--- config.mk ---
export PLATFORM = sky130hd
export DESIGN_NAME = uart_receiver
export DESIGN_NICKNAME = d
export VERILOG_FILES = /design/src/rtl/uart_receiver.sv
export SDC_FILE = /design/constraint.sdc
export NUM_CORES = 1
export LEC_CHECK = 0
export CORE_UTILIZATION = 61
export CTS_BUF_LIST = sky130_fd_sc_hd__clkbuf_4 sky130_fd_sc_hd__clkbuf_8
export CTS_CLUSTER_DIAMETER = 50
export DETAILED_ROUTE_END_ITERATION = 10
export GPL_TIMING_DRIVEN = 0
export PLACE_DENSITY = 0.93
export SYNTH_ARGS = -nofsm -noshare
export SYNTH_HDL_FRONTEND = slang
export SYNTH_SLANG_ARGS = --single-unit
--- constraint.sdc ---
create_clock -name clk_in -period 4.3 [get_ports clk_in]
set_input_delay 0.43 -clock clk_in [delete_from_list [all_inputs] [get_ports clk_in]]
set_output_delay 0.43 -clock clk_in [all_outputs]
set_load 0.1 [all_outputs]
--- src/rtl/uart_receiver.sv ---
`timescale 1ns/1ps
// uart_receiver
//   Serial-to-parallel 8N1 UART receive stage. The serial line is brought
//   into the clk_in domain through a two-flop synchroniser. The start bit is
//   validated at its middle. Each data bit and the stop bit are then sampled
//   at their centres, counting clk_baud ticks (OVERSAMPLE ticks per bit).
//   Completed bytes are offered on a registered valid/ready output. The
//   receiver also produces a one-cycle frame-error pulse and a one-cycle
//   overrun pulse.
//
// Ports
//   clk_in      system clock
//   rst_n       asynchronous, active-low reset
//   clk_baud    one-cycle tick enable at OVERSAMPLE x baud rate
//   rx_in       asynchronous serial line, idles high
//   data_out    received byte, stable while data_valid is high
//   data_valid  data_out holds an unconsumed byte
//   data_ready  consumer accepts data_out when high together with data_valid
//   frame_err   one-cycle pulse: stop bit sampled low, byte discarded
//   overrun     one-cycle pulse: new byte dropped, previous byte unconsumed
//   busy        high while a frame is being received
module uart_receiver #(
    parameter int OVERSAMPLE = 16,
    parameter int DATA_BITS  = 8
) (
    input  logic                 clk_in,
    input  logic                 rst_n,
    input  logic                 clk_baud,
    input  logic                 rx_in,
    output logic [DATA_BITS-1:0] data_out,
    output logic                 data_valid,
    input  logic                 data_ready,
    output logic                 frame_err,
    output logic                 overrun,
    output logic                 busy
);
    localparam int TICK_W = (OVERSAMPLE > 1) ? $clog2(OVERSAMPLE) : 1;
    localparam int BIT_W  = (DATA_BITS > 1) ? $clog2(DATA_BITS) : 1;
    localparam logic [TICK_W-1:0] TICK_MID  = TICK_W'(OVERSAMPLE / 2 - 1);
    localparam logic [TICK_W-1:0] TICK_LAST = TICK_W'(OVERSAMPLE - 1);
    localparam logic [BIT_W-1:0]  BIT_LAST  = BIT_W'(DATA_BITS - 1);

    typedef enum logic [1:0] {
        IDLE,
        START,
        DATA,
        STOP
    } state_t;

    logic                 rx_meta_reg;
    logic                 rx_s_reg;
    state_t               state_reg,      state_next;
    logic [TICK_W-1:0]    tick_cnt_reg,   tick_cnt_next;
    logic [BIT_W-1:0]     bit_idx_reg,    bit_idx_next;
    logic [DATA_BITS-1:0] shift_data_reg, shift_data_next;
    logic [DATA_BITS-1:0] data_out_reg,   data_out_next;
    logic                 data_valid_reg, data_valid_next;
    logic                 frame_err_reg,  frame_err_next;
    logic                 overrun_reg,    overrun_next;
    logic                 stop_ok;
    logic                 consume;
    logic [DATA_BITS-1:0] shift_in;

    // LSB arrives first: each new sample enters at the MSB and moves down.
    generate
        if (DATA_BITS > 1) begin : g_shift_wide
            assign shift_in = {rx_s_reg, shift_data_reg[DATA_BITS-1:1]};
        end else begin : g_shift_single
            assign shift_in = rx_s_reg;
        end
    endgenerate

    // Synchroniser flops reset to the idle line level so that reset release
    // can never look like a start bit.
    always_ff @(posedge clk_in or negedge rst_n) begin
        if (!rst_n) begin
            rx_meta_reg    <= 1'b1;
            rx_s_reg       <= 1'b1;
            state_reg      <= IDLE;
            tick_cnt_reg   <= '0;
            bit_idx_reg    <= '0;
            shift_data_reg <= '0;
            data_out_reg   <= '0;
            data_valid_reg <= 1'b0;
            frame_err_reg  <= 1'b0;
            overrun_reg    <= 1'b0;
        end else begin
            rx_meta_reg    <= rx_in;
            rx_s_reg       <= rx_meta_reg;
            state_reg      <= state_next;
            tick_cnt_reg   <= tick_cnt_next;
            bit_idx_reg    <= bit_idx_next;
            shift_data_reg <= shift_data_next;
            data_out_reg   <= data_out_next;
            data_valid_reg <= data_valid_next;
            frame_err_reg  <= frame_err_next;
            overrun_reg    <= overrun_next;
        end
    end

    always_comb begin
        state_next      = state_reg;
        tick_cnt_next   = tick_cnt_reg;
        bit_idx_next    = bit_idx_reg;
        shift_data_next = shift_data_reg;
        data_out_next   = data_out_reg;
        data_valid_next = data_valid_reg;
        frame_err_next  = 1'b0;
        overrun_next    = 1'b0;
        stop_ok         = 1'b0;
        consume         = data_valid_reg & data_ready;

        case (state_reg)
            IDLE: begin
                // The falling edge is detected on any cycle, not only on ticks.
                if (!rx_s_reg) begin
                    state_next    = START;
                    tick_cnt_next = '0;
                end
            end
            START: begin
                if (clk_baud) begin
                    if (tick_cnt_reg == TICK_MID) begin
                        if (!rx_s_reg) begin
                            state_next    = DATA;
                            tick_cnt_next = '0;
                            bit_idx_next  = '0;
                        end else begin
                            // The line went high again: treat it as a glitch.
                            state_next = IDLE;
                        end
                    end else begin
                        tick_cnt_next = tick_cnt_reg + TICK_W'(1);
                    end
                end
            end
            DATA: begin
                if (clk_baud) begin
                    if (tick_cnt_reg == TICK_LAST) begin
                        shift_data_next = shift_in;
                        tick_cnt_next   = '0;
                        if (bit_idx_reg == BIT_LAST) begin
                            state_next = STOP;
                        end else begin
                            bit_idx_next = bit_idx_reg + BIT_W'(1);
                        end
                    end else begin
                        tick_cnt_next = tick_cnt_reg + TICK_W'(1);
                    end
                end
            end
            STOP: begin
                if (clk_baud) begin
                    if (tick_cnt_reg == TICK_LAST) begin
                        // Leave at mid stop bit so that the next start edge
                        // is caught with half a bit of margin.
                        state_next    = IDLE;
                        tick_cnt_next = '0;
                        if (rx_s_reg) begin
                            stop_ok = 1'b1;
                        end else begin
                            frame_err_next = 1'b1;
                        end
                    end else begin
                        tick_cnt_next = tick_cnt_reg + TICK_W'(1);
                    end
                end
            end
            default: begin
                state_next = IDLE;
            end
        endcase

        // Output handshake. A byte that completes in the same cycle as a
        // consume replaces the old byte without a gap in data_valid.
        if (stop_ok) begin
            if (!data_valid_reg || consume) begin
                data_out_next   = shift_data_reg;
                data_valid_next = 1'b1;
            end else begin
                overrun_next = 1'b1;
            end
        end else if (consume) begin
            data_valid_next = 1'b0;
        end
    end

    assign data_out   = data_out_reg;
    assign data_valid = data_valid_reg;
    assign frame_err  = frame_err_reg;
    assign overrun    = overrun_reg;
    assign busy       = (state_reg != IDLE);

endmodule

**After elaboration in Yosys (flattened, before gate mapping)**

Cells that the tools add are included.

- $add $sub $neg: 2
- Multiply operators: 0
- Divide/modulo/power cells: 0
- Order comparisons: 0
- Eq/ne operators: 18
- Shifts and indexed selects: 0
- Muxes and demuxes: 36
- Bitwise logic cells: 1
- Reduce and logical (&&, ||, !) cells: 13

Operators by type and width:

| cell | number |
|---|---|
| 4-bit 2-to-1 mux | 5 |
| 2-bit != test (second input constant) | 10 |
| 2-bit 2-to-1 mux | 9 |
| 3-bit 2-to-1 mux | 6 |
| 1-bit 2-to-1 mux | 13 |
| 4-bit case mux with 3 select lines | 1 |
| 2-bit case mux with 4 select lines | 1 |
| 8-bit AND reduction | 1 |
| 7-bit AND reduction | 1 |
| 3-bit case mux with 2 select lines | 1 |
| 2-bit AND reduction | 3 |
| 2-bit nonzero test | 3 |
| 4-bit by 1-bit adder with 4-bit output (second input constant) | 1 |
| 2-bit equality test (second input constant) | 2 |
| 4-bit by 3-bit equality test with 1-bit output (second input constant) | 1 |
| 4-bit equality test (second input constant) | 1 |
| 2-bit by 1-bit != test with 1-bit output (second input constant) | 2 |
| 3-bit by 1-bit adder with 3-bit output (second input constant) | 1 |
| 3-bit equality test (second input constant) | 1 |
| 3-bit AND reduction | 1 |
| 2-bit by 1-bit equality test with 1-bit output (second input constant) | 1 |
| 2-bit zero test | 1 |
| 2-bit OR reduction | 1 |
| 1-bit bitwise AND | 1 |
| 2 further kinds | 2 |

- Flip-flop bits (word level): 30
- Bits in latches: 0
- RAM bits: 0
- ROM bits: 0
- Input port bits: 5
- Output and inout bits: 12
- Word-level logic and storage cells: 80
- Memories kept: 0

**Depth between registers and ports, before layout**

Gate-level depths: netlist of run 1.

- Word-level depth: 6
- Depth in mapped cells: 5
- Depth with buffers taken out: 5

**Worst setup path before layout of run 1**

Ideal clock, no wire load.

- Path kind: register to register
- Start point: register (tool-made name)
- End point: register tick_cnt_reg[3]
- Setup time: 0.088 ns
- Data arrival time: 1.973 ns
- Data required time: 4.212 ns
- Slack: 2.238 ns
- Cell stages (with the launch flop): 6
- Buffers on the path: 2
- Clock period less this slack: 2.062 ns
- Cell sequence: dfrtp_1 > buf_4 > or2_2 > clkbuf_1 > nand4_1 > o211ai_1

RTL lines:

| item | line | text |
|---|---|---|
| end signal: assignment | 91 | `tick_cnt_reg <= tick_cnt_next;` |
| end: declaration | 53 | `logic [TICK_W-1:0] tick_cnt_reg, tick_cnt_next;` |

==> flow_results.org, run 1 <==
** Clock tree
- Buffer depth of the longest clock path :: 2
- Depth of the CTS H-tree :: 2
- In this run, post-CTS hold repair placed 0 buffers.
- Insertion delay of the later-clocked pin in the worst-skew pair :: about 0.33 ns
- Clock tree from TritonCTS :: yes
- Number of buffers created by CTS :: 5
- After clock tree synthesis, the clock-pin slew on the worst setup and hold paths is about 0.10 ns.
- Once the clock tree was built, the setup fixing pass inserted 0 buffers.
- CTS saw 30 sinks.
- CTS resizes :: 0
- CTS root buf :: clkbuf_4

** Final layout
- Across the whole layout, storage elements account for around 750 um^2.
- Layout overhead on the synthesized area :: 16.8%
- Once layout is complete, the cells apart from fillers number 158.
- Core utilization of the finished layout :: between 70% and 80%
- Antenna cells :: 0
- Total area of multi-input combinational cells :: between 500 and 600 um^2
- Net count reported at finish :: around 140
- In the final layout, the share of cells above drive strength 1 is a little over a quarter.
- Number of fillers in the final layout :: about 120

** Floorplan
- Die Outline Area :: between 2000 and 2500 um^2
- Area inside the core boundary :: ~2100 um^2
- In this run the core area contains 16 standard-cell rows.
- Starting density of the core :: around 68%
- The floorplan step set the die width to between 40 and 50 um.
- Die height :: 49.8 um
- For this design the top-level I/O count stands at 17.

** Setup path
- The worst setup path is launched from a flop.
- Stage delay of the slowest cell on the critical path :: 1.18 ns
- Master of the slowest instance on the critical path :: clkdlybuf4s50_1
- Worst setup path class :: reg -> out
- Critical Path RT :: 3.87 ns
- Biggest fanout along the worst timing path :: 10
- The critical path goes through buf_4 -> or2_2 -> clkbuf_1 -> clkdlybuf4s50_1.
- The cell family contributing the most delay on the critical path is buffers and inverters.
- Together, buffers and inverters on the worst path number 3.
- Arr. time, crit path :: around 2.3 ns
- Type of destination of the critical path :: primary output

** Detailed routing
- Total number of vias :: a little over 900
- Ratio of routed vias to standard cells :: between 5 and 6
- Count of TritonRoute iterations in the first routing pass :: 4
- Iteration-0 DRC count of the detailed router :: 12
- Post-route DRC :: 0
- Antenna violation net count after detailed routing :: 0
- The routed design has between 2000 and 2500 um of wire.
- In the final routed layout, each cell accounts on average for approximately 15 um.

** Timing
- For the final database, setup skew stands at 0.0126 ns.
- Setup TNS after final layout :: 0 ns
- In the finished design, the share of the clock period the worst path needs comes to between 60% and 70%.
- Unrepaired setup endpoints after global routing :: false
- For the pin with the worst max-slew slack, the measured transition is roughly 0.97 ns.
- The worst path needs 2.75 ns of the cycle, external delays included.
- Setup violations remaining at the end of the flow were counted as 0.
- Number of hold-slack violations in the final timing report :: 0
- Measured against its own limit, the worst slew margin works out to between 30% and 40%.
- The max-slew violation count is 0.
- Derived from the worst setup path, the maximum achievable clock frequency is around 0.36 GHz.

** Global route
- The via count of the first global-routing pass came to 901.
- Pin count of the biggest net entering global routing :: 31
- Initial antenna violation count :: 0
- The first global-routing pass estimated around 4100 um of wire.
- Overflow left after global routing :: 0
- GR Util All Layers :: 23.0%

** Synthesis
- In the synthesized netlist the dominant register cell turns out to be dfrtp_1.
- Sequential elements use between 50% and 60% of the synthesized area.
- In the synthesized netlist, mux cells make up 18.6% of the area.
- Post-synth EDFFs :: 0
- Summing the areas of all compound-gate instances in the mapped netlist gives ~5.6% of the synthesized area.
- When the netlist entered floorplanning its net count stood at between 100 and 150.
- The Yosys step of the flow raised 0 warnings.
- Synthesis inferred 30 register bits.
- Adder-cell area share of the yosys netlist :: around 2.7%
- Average instance area after synthesis :: about 13 um^2
- Of the total synthesized cell area, the portion taken by XOR and XNOR cells is less than 1%.
- Largest family of logic cells by synthesized area :: multiplexers
- Post-Synthesis Cell Area :: between 1000 and 1500 um^2
- Post-synthesis cell type count :: 35
- Post-synth ARST share :: between 90% and 100%
- Post-Synth Simple-Gate Area :: a little over an eighth
- Counting every instance in the synthesized netlist gives between 100 and 150.

** Pwr
- In this run switching power makes up approximately 34% of total power.
- Internal power comes to around 0.00046 W.
- Across the VDD grid, the largest voltage drop is around 0.00036 V.
- Power per Cell Area :: ~430 nW/um^2
- Of the total power, registers draw around half.
- In this run the power spent charging and discharging nets is about 0.00024 W.
- Clock Power Share :: between 20% and 30%
- Combinational group share of total power :: 28.8%
- Leak pwr :: slightly below 0.8 nW

** Placed design
- Sum of net half-perimeters after detailed placement :: around 1800 um
- Placer congestion estimate :: 0.818
- The count of buffers added on input and output ports is 15.
- Placed Cells :: 150

** Run
- Reported max-cap violation count :: 0

** Run status
- Status :: complete, no violations

** Min path
- In this run the worst hold path is classified as in -> async.
-- routing by layer --
| layer | vias up | part of all wire (%) | GRT usage (%) |
|---|---|---|---|
| met2 | 27 | 51 | 38.5 |
| met4 | 0 | 1.5 | 10.0 |
| met1 | 453 | 42 | 28.1 |
| met5 | - | 0 | 0 |
| met3 | 5 | 4.8 | 5.56 |
| li1 | 431 | - | - |
-- final cells by class --
cell class | instances | share of cell area [%]
Inverter | 5 | 1.15
Buffer | 6 | 3.07
Clock inverter | 2 | 0.614
Clock buffer | 6 | 2.76
Multi-Input combinational cell | 67 | 35.2
Timing Repair Buffer | 15 | 8.90
Tap cell | 27 | 2.07
Sequential cell | 30 | 46.2
-- cell usage in the layout, fill, tap and decap left out, types with 2 or more instances in the layout --
cell type and count:
dfstp_2 2, a21oi_1 4, buf_2 2, inv_1 5
dfrtp_1 28, mux2i_1 5, clkbuf_4 6, ha_1 3
clkinv_2 2, nand3_1 5, nand2_1 5, mux2_4 8
nor2_1 3, nand4_1 3, and4_1 2, clkdlybuf4s50_1 14
o21ai_0 4, mux2_2 8, buf_6 3
-- metrics by stage --
| step | total power (W) | setup WS (ns) | cell area, um^2 | hold slack [ns] |
|---|---|---|---|---|
| after CTS | 0.000706 | 1.55 | 1640 | 0.360 |
| after detailed placement | 0.000546 | 1.90 | 1580 | 0.347 |
| after floorplan | 0.000500 | 2.24 | 1400 | 0.134 |
| after global routing | 0.000747 | 1.48 | 1630 | 0.161 |
| after global placement | 0.000533 | 1.94 | 1580 | 0.346 |
| final | 0.000702 | 1.55 | 1630 | 0.114 |
-- cells by family after synthesis --
group	after synthesis
buffers and inverters	11
AO/OA/AOI/OAI	13
XOR/XNOR	1
multiplexers	21
AND/OR/NAND/NOR	29
adder cells (fa/ha/maj)	3
flip-flops	30
-- worst paths after layout --
kind / slack [ns] / depth (start not counted) / to / start
worst max-delay path: 1.55 / 4 / busy / flop
worst min-delay path: 0.11 / 1 / data_out[0] / rst_n
worst max register to register: 2.56 / 5 / data_out[4] / tick_cnt_reg[0]
worst min register to register: 0.36 / 0 / rx_s_reg / rx_meta_reg
max in group asynchronous: 3.76 / 1 / bit_idx_reg[2] / rst_n
min in group clk_in: 0.36 / 0 / rx_s_reg / rx_meta_reg
-- power by group through the flow --
stage / Clock [W] / Combinational (W) / Sequential [W]
CTS: 0.000166 / 0.000203 / 0.000338
global placement: 0 / 0.000191 / 0.000342
floorplan: 0 / 0.000159 / 0.000341
global route: 0.000178 / 0.000227 / 0.000342
detailed placement: 0 / 0.000202 / 0.000343
finish: 0.000162 / 0.000202 / 0.000338
-- synth_stat cells, drive strengths merged, types with 2 or more instances --
master	instances	share of area, %
a21oi	4	1.4
nand2	5	1.3
o21ai	4	1.4
dfstp	2	3.8
ha	3	2.7
buf	5	3.3
mux2	16	15
nand3	5	1.8
dfrtp	28	50
inv	5	1.3
nor2	3	0.81
mux2i	5	3.6
nand4	3	1.3
and4	2	1.3
Note: power is estimated with default switching activity, not from simulation.
==> run 2, diff against run 1 <==
Settings changed: CORE_UTILIZATION 61 to 51, PLACE_DENSITY 0.93 to 0.84.
Clock period 4.3 ns to 2.4 ns, I/O delays scaled along.
==> run 2 against run 1 <==
Flip-flop and latch count unchanged; clock power is 96% higher; count of clock-buffer cells in the layout did not move; critical path depth stayed put; global-route usage fell by 2.9 points; largest power group unchanged; power grew 83%; via count fell by 2.5%; combinational power rose by 79%; final area is 1.3% higher; final cell count up 2.5%; sequential share of layout area decreased by 0.60 points; worst setup slack got worse by 1.4 ns; critical endpoint unchanged; critical path type unchanged.
==> flow_results.org, run 2 (same netlist as run 1, synthesis figures left out) <==
** Run status
- The flow ran to the end, and the final reports show no timing, DRC or antenna violations.

** Detailed routing
- For this block, the via count after detailed routing is 893.
- The count of nets left with antenna violations once routing finished came out at 0.
- For this block, the initial DRC count from the detailed router was 19.
- WL/cell :: 14.5 um
- Post-route DRC :: 0
- After detailed routing, the number of vias per cell comes to roughly 5.5.
- For this run, the detailed router's first-pass iteration total came to 4.
- The final layout contains routed wiring with a total length of 2350 um.

** Pwr
- Summed over all nets, the switching power comes to roughly 0.00044 W.
- Combinational group share of total power :: between 20% and 30%
- Power per Cell Area :: 778 nW/um^2
- Sw frac :: roughly 34%
- Internal power comes to about 0.00084 W.
- Peak ir drop on the vdd network :: between 0.0005 and 0.0006 V
- Sum of internal, switching and leakage power :: ~0.0013 W
- Per report_power, the sequential group accounts for 47.2% of the total.
- In this run the static leakage power is 0.790 nW.
- Clock Power Share :: approximately a quarter

** Floorplan
- In this run the core area contains 18 standard-cell rows.
- Area inside the core boundary :: ~2500 um^2
- Top-level port count :: 17
- The floorplan step defined a die boundary enclosing roughly 3000 um^2.
- Once the floorplan was initialized, standard cells occupied between 50 and 60% of the core.
- In this run the vertical extent of the chip is approximately 54 um.
- Die width :: 54.3 um

** Min path
- In this run the worst hold path is classified as in -> reg.

** Clock tree
- CTS sink count :: 30
- Number of buffers created by CTS :: 5
- Worst-path clk slew :: approximately 0.1 ns
- Buffer depth of the longest clock path :: 2
- Once the clock tree was built, the setup fixing pass inserted 0 buffers.
- Clock tree from TritonCTS :: yes
- Depth of the CTS H-tree :: 2
- Insertion delay of the later-clocked pin in the worst-skew pair :: 0.33 ns
- CTS root buf :: clkbuf_4

** Global route
- The initial antenna violation count came to 0.
- Entering global routing, the biggest net connects 31 pins.
- Global routing finished with a remaining overflow of 0.
- Global-route wire length before repair :: 3910 um
- Via count of the first global-routing pass :: between 800 and 900
- GR Util All Layers :: 20.1%

** Timing
- The worst pin sits at a relative slew slack of 34.4%.
- Post-route setup slack :: about 0.12 ns
- Clock period minus final worst setup slack :: between 2 and 2.5 ns
- In the final timing run, aggregate negative setup slack is 0 ns.
- Final period utilization :: 95.2%
- Between clock sinks in the finished design, the worst skew comes to between 0.015 and 0.02 ns.
- For the pin with the worst max-slew slack, the measured transition is between 0.9 and 1 ns.
- Setup repair after global routing left no endpoint under its margin.
- Timing would allow up to about 0.44 GHz.
- Number of hold-slack violations in the final timing report :: 0
- The max-slew violation count was 0.
- Setup violations remaining at the end of the flow were counted as 0.

** Setup path
- The number of buffers and inverters on the critical path is 3.
- For the worst setup path, the data required time is 2.16 ns.
- The worst setup path is of the reg -> out kind.
- Crit-path leading delay family :: buffers and inverters
- The worst setup path is captured at a primary output.
- Setup crit start kind :: flop
- Walking the worst path, the cells encountered are buf_4 -> or2_2 -> clkbuf_1 -> dlygate4sd2_1.
- Of all nets on the critical path, the largest fanout is 10.
- In this design, the stage delay of the slowest critical-path cell is ~0.9 ns.
- The slowest stage of the critical path belongs to the cell dlygate4sd2_1.
- Arr. time, crit path :: 2.04 ns

** Final layout
- After the last flow step, the layout net total stands at around 140.
- Share of final-layout standard cells stronger than drive strength 1 :: a little over a quarter
- Most frequent standard cell in the layout excluding fill and tap cells :: dfrtp_1
- The library cells used most frequently in the layout, excluding fill and tap cells, are dfrtp_1 (28), clkdlybuf4s50_1 (13), mux2_4 (8), mux2_2 (8).
- 0 antenna diodes ended up in the layout.
- Layout overhead on the synthesized area :: 18.3%

** Placed design
- Sum of net half-perimeters after detailed placement :: approximately 1600 um
- Before CTS, the worst setup slack after placement is roughly 0.21 ns.
- The congestion estimate from routability-driven global placement came to about 0.83.
- Port bufs :: 15

** Run
- Reported max-cap violation count :: 0
run 2: final cells by class:
class / instances / area (um^2)
fillers: 203 / 871
flip-flops and latches: 30 / 753
multi-input cells: 67 / 574
repair buffers: 16 / 154
clock buffers: 6 / 51.3
plain buffers: 6 / 50.0
well taps: 30 / 37.5
inverters: 5 / 18.8
clock inverters: 2 / 12.5
run 2: power groups by stage:
| stage | combinational (W) | sequential, W | clock, W |
|---|---|---|---|
| finish | 0.000361 | 0.000606 | 0.000318 |
| global route | 0.000400 | 0.000615 | 0.000357 |
| global placement | 0.000345 | 0.000613 | 0 |
| CTS | 0.000359 | 0.000606 | 0.000329 |
| floorplan | 0.000285 | 0.000610 | 0 |
| detailed placement | 0.000362 | 0.000616 | 0 |
run 2: through the flow:
stage	area (um^2)	utilization, %	std cells	hold WS, ns
finish	1650	65.5	162	0.201
global route	1650	65.5	162	0.202
CTS	1650	65.3	161	0.185
detailed placement	1580	62.8	153	0.351
global placement	1580	62.8	153	0.346
floorplan	1400	-	108	-0.0556
run 2: final timing paths:
kind                                  from         endpoint  slack, ns  cells past startpoint
max                                   flop             busy       0.12                      4
min                               clk_baud  tick_cnt_reg[2]       0.20                      3
max reg2reg                tick_cnt_reg[0]      data_out[3]       0.68                      5
min reg2reg                    rx_meta_reg         rx_s_reg       0.35                      0
max in group asynchronous            rst_n   bit_idx_reg[1]       1.50                      2
min in group asynchronous            rst_n          overrun       0.46                      2
run 2: routing by layer:
| metal | vias to the layer above | GRT usage (%) | routed length [um] |
|---|---|---|---|
| met2 | 26 | 29.7 | 1080 |
| met1 | 432 | 25.7 | 1120 |
| li1 | 433 | - | - |
| met3 | 2 | 8.33 | 126 |
| met4 | 0 | 8.97 | 22 |
| met5 | - | 0 | 0 |
run 2: tightest hold or removal path: stages:
cell and delay [ns]:
buf_6 0.11, nand3_1 0.08, mux2i_1 0.06
run 2: timing repair:
| item | CTS | global route |
|---|---|---|
| resized for setup | 1 | 0 |
| hold endpoints to repair | 0 | 28 |
| hold buffers | 0 | 1 |
| endpoints found under the setup margin | 1 | 0 |
==> run 3, diff against run 2 <==
Settings changed: GPL_TIMING_DRIVEN 0 to not set.
==> run 3 against run 2 <==
Combinational power down 25%; power decreased by 2.8%; worst setup slack better by 0.55 ns; maximum frequency rose by 31%; wire length decreased by 5.6%; critical endpoint unchanged; highest routed layer unchanged.
==> flow_results.org, run 3 (same netlist as run 1, synthesis figures left out) <==
** Detailed routing
- Antenna violation net count after detailed routing :: 0
- Using the TritonRoute via totals, the vias-per-cell ratio works out to roughly 5.6.
- The first routing iteration left 7 violations.
- The first TritonRoute pass finished after 4 iterations.
- Dividing the detail-routed wire length by the instance count gives about 14 um.
- Post-route DRC :: 0
- Detailed Route WL :: 2220 um
- Total number of vias :: 886

** Final layout
- Most frequent standard cell in the layout excluding fill and tap cells :: dfrtp_1
- Total area of sequential cells :: around 750 um^2
- The final layout contains ~140 nets.
- Share of final-layout standard cells stronger than drive strength 1 :: 34.4%
- Number of fillers in the final layout :: 210
- Total area of multi-input combinational cells :: ~570 um^2
- Relative to the synthesized area, the layout overhead comes to 14.1%.
- Leaving out fill and tap cells, the most frequent cells in the layout are dfrtp_1 (28), buf_4 (14), mux2_4 (8), mux2_2 (8).
- Antenna cells :: 0

** Setup path
- CP Cell Sequence :: or2_2 -> buf_4
- In this run the number of cells on the critical path is 2.
- The worst setup path is launched from a flop.
- Along the worst path, the maximum fanout reaches 12.
- The cell family contributing the most delay on the critical path is flip-flops.
- Stage delay of the slowest cell on the critical path :: between 0.5 and 0.6 ns
- Count of buffering cells on the critical path with inverters included :: 1
- The worst setup path is captured at a primary output.
- STA puts the critical path data required time at about 2.2 ns.
- Across all register-to-register paths, the minimum setup slack is 0.67 ns.
- Arr. time, crit path :: 1.50 ns
- The setup path with the least slack is of type reg -> out.
- Number of cells on the worst reg-to-reg path :: 5
- The slowest stage of the critical path is the dfrtp_1 cell.

** Floorplan
- Measured along the y axis, the die boundary spans roughly 54 um.
- Area inside the core boundary :: between 2000 and 3000 um^2
- Starting density of the core :: 55.4%
- Die Outline Area :: between 2000 and 3000 um^2
- Top-level port count :: 17
- Die width :: between 50 and 60 um
- Number of placement rows :: 18

** Clock tree
- In this run the number of H-tree levels came out at 2.
- Worst-path clk slew :: roughly 0.10 ns
- Clock tree from TritonCTS :: yes
- CTS root buf :: clkbuf_4
- Buffers inserted to repair hold after CTS numbered 0.
- After clock tree synthesis, the repair step resized 0 gates.
- The number of clock buffers added by TritonCTS is 5.
- The clock drives 30 sinks.
- Buffer depth of the longest clock path :: 2
- Post-CTS setup buffers :: 0
- At the later pin of the worst-skew pair, clock insertion delay measures between 0.3 and 0.4 ns.

** Global route
- Pin count of the biggest net entering global routing :: 18
- The first global-routing pass estimated around 3700 um of wire.
- Overflow left after global routing :: 0
- Via count of the first global-routing pass :: ~800
- For this run, the total global-route usage over all layers was measured as 18.4%.
- The initial antenna violation count is 0.

** Timing
- For the final routed database, the setup TNS stands at 0 ns.
- Setup repair after global routing left no endpoint under its margin.
- The final hold violation count was 0.
- Max-slew violations :: 0
- Achievable frequency :: between 0.5 and 0.6 GHz
- The worst path needs around 1.7 ns of the cycle, external delays included.
- Headroom to the max-slew limit came out at 57.3%.
- Final period utilization :: between 70% and 80%
- Across the routed clock network, the largest skew measured is approximately 0.014 ns.
- In the post-route analysis, the smallest setup slack over all paths is 0.662 ns.
- Measured slew at the worst slew-check pin :: 0.639 ns
- Count of final setup violators :: 0

** Pwr
- Dividing total power by cell area gives a power density of 784 nW/um^2.
- The analysis attributes to cell leakage a power of 0.797 nW.
- Peak ir drop on the vdd network :: about 0.00059 V

** Min path
- Class of the tightest hold or removal check :: in -> async

** Placed design
- OpenSTA, run right after detailed placement, puts the worst setup slack at approximately 0.48 ns.
- During placement, the flow inserted port buffers numbering 16.
- Placer congestion estimate :: approximately 0.8
- Detailed placement ended at an HPWL of approximately 1600 um.

** Run
- Reported max-cap violation count :: 0

** Run status
- Status :: complete, no violations
==> run 3: cell count changes in the layout (fill, tap and decap cells not counted), sizes merged <==
cell           change
clkdlybuf4s50      -9
dlygate4sd3        -1
buf                +8
dlygate4sd2        -1
clkbuf             -1
==> run 3: layer usage <==
metal / track usage (%) / part of all wire [%] / up-vias
li1: - / - / 429
met1: 24.7 / 50 / 438
met2: 27.0 / 45 / 14
met3: 5.83 / 3.9 / 5
met4: 7.69 / 1.4 / 0
met5: 0 / 0 / -
==> run 3: final timing paths <==
| path | startpoint | endpoint |
|---|---|---|
| worst min-delay path | rst_n | shift_data_reg[4] |
| min in group clk_in | rx_in | rx_meta_reg |
| worst max-delay path | state_reg[0] | busy |
| max in group asynchronous | rst_n | async pin |
| worst max register to register | tick_cnt_reg[0] | data_out[7] |
| worst min register to register | rx_meta_reg | rx_s_reg |
==> run 3: where the power goes <==
part	switching, W	internal, W
Clock	0.000173	0.000141
Combinational	0.000155	0.000117
Sequential	0.000106	0.000559
==> run 3: cell type report <==
type	count	area share, %
Clock buffer	6	3.22
Sequential cell	30	47.3
Tap cell	30	2.36
Inverter	5	1.18
Clock inverter	2	0.786
Multi-Input combinational cell	67	36.1
Timing Repair Buffer	18	9.11
==> run 3: per-stage QoR <==
step | hold WS [ns] | area, um^2 | cells | power, W | utilization [%]
finish | 0.303 | 1590 | 158 | 0.00125 | 63.1
detailed placement | 0.348 | 1530 | 150 | 0.000940 | 60.6
global route | 0.313 | 1590 | 158 | 0.00132 | 63.1
global placement | 0.346 | 1530 | 150 | 0.000920 | 60.6
floorplan | -0.0556 | 1400 | 108 | 0.000895 | -
CTS | 0.310 | 1590 | 158 | 0.00125 | 63.1
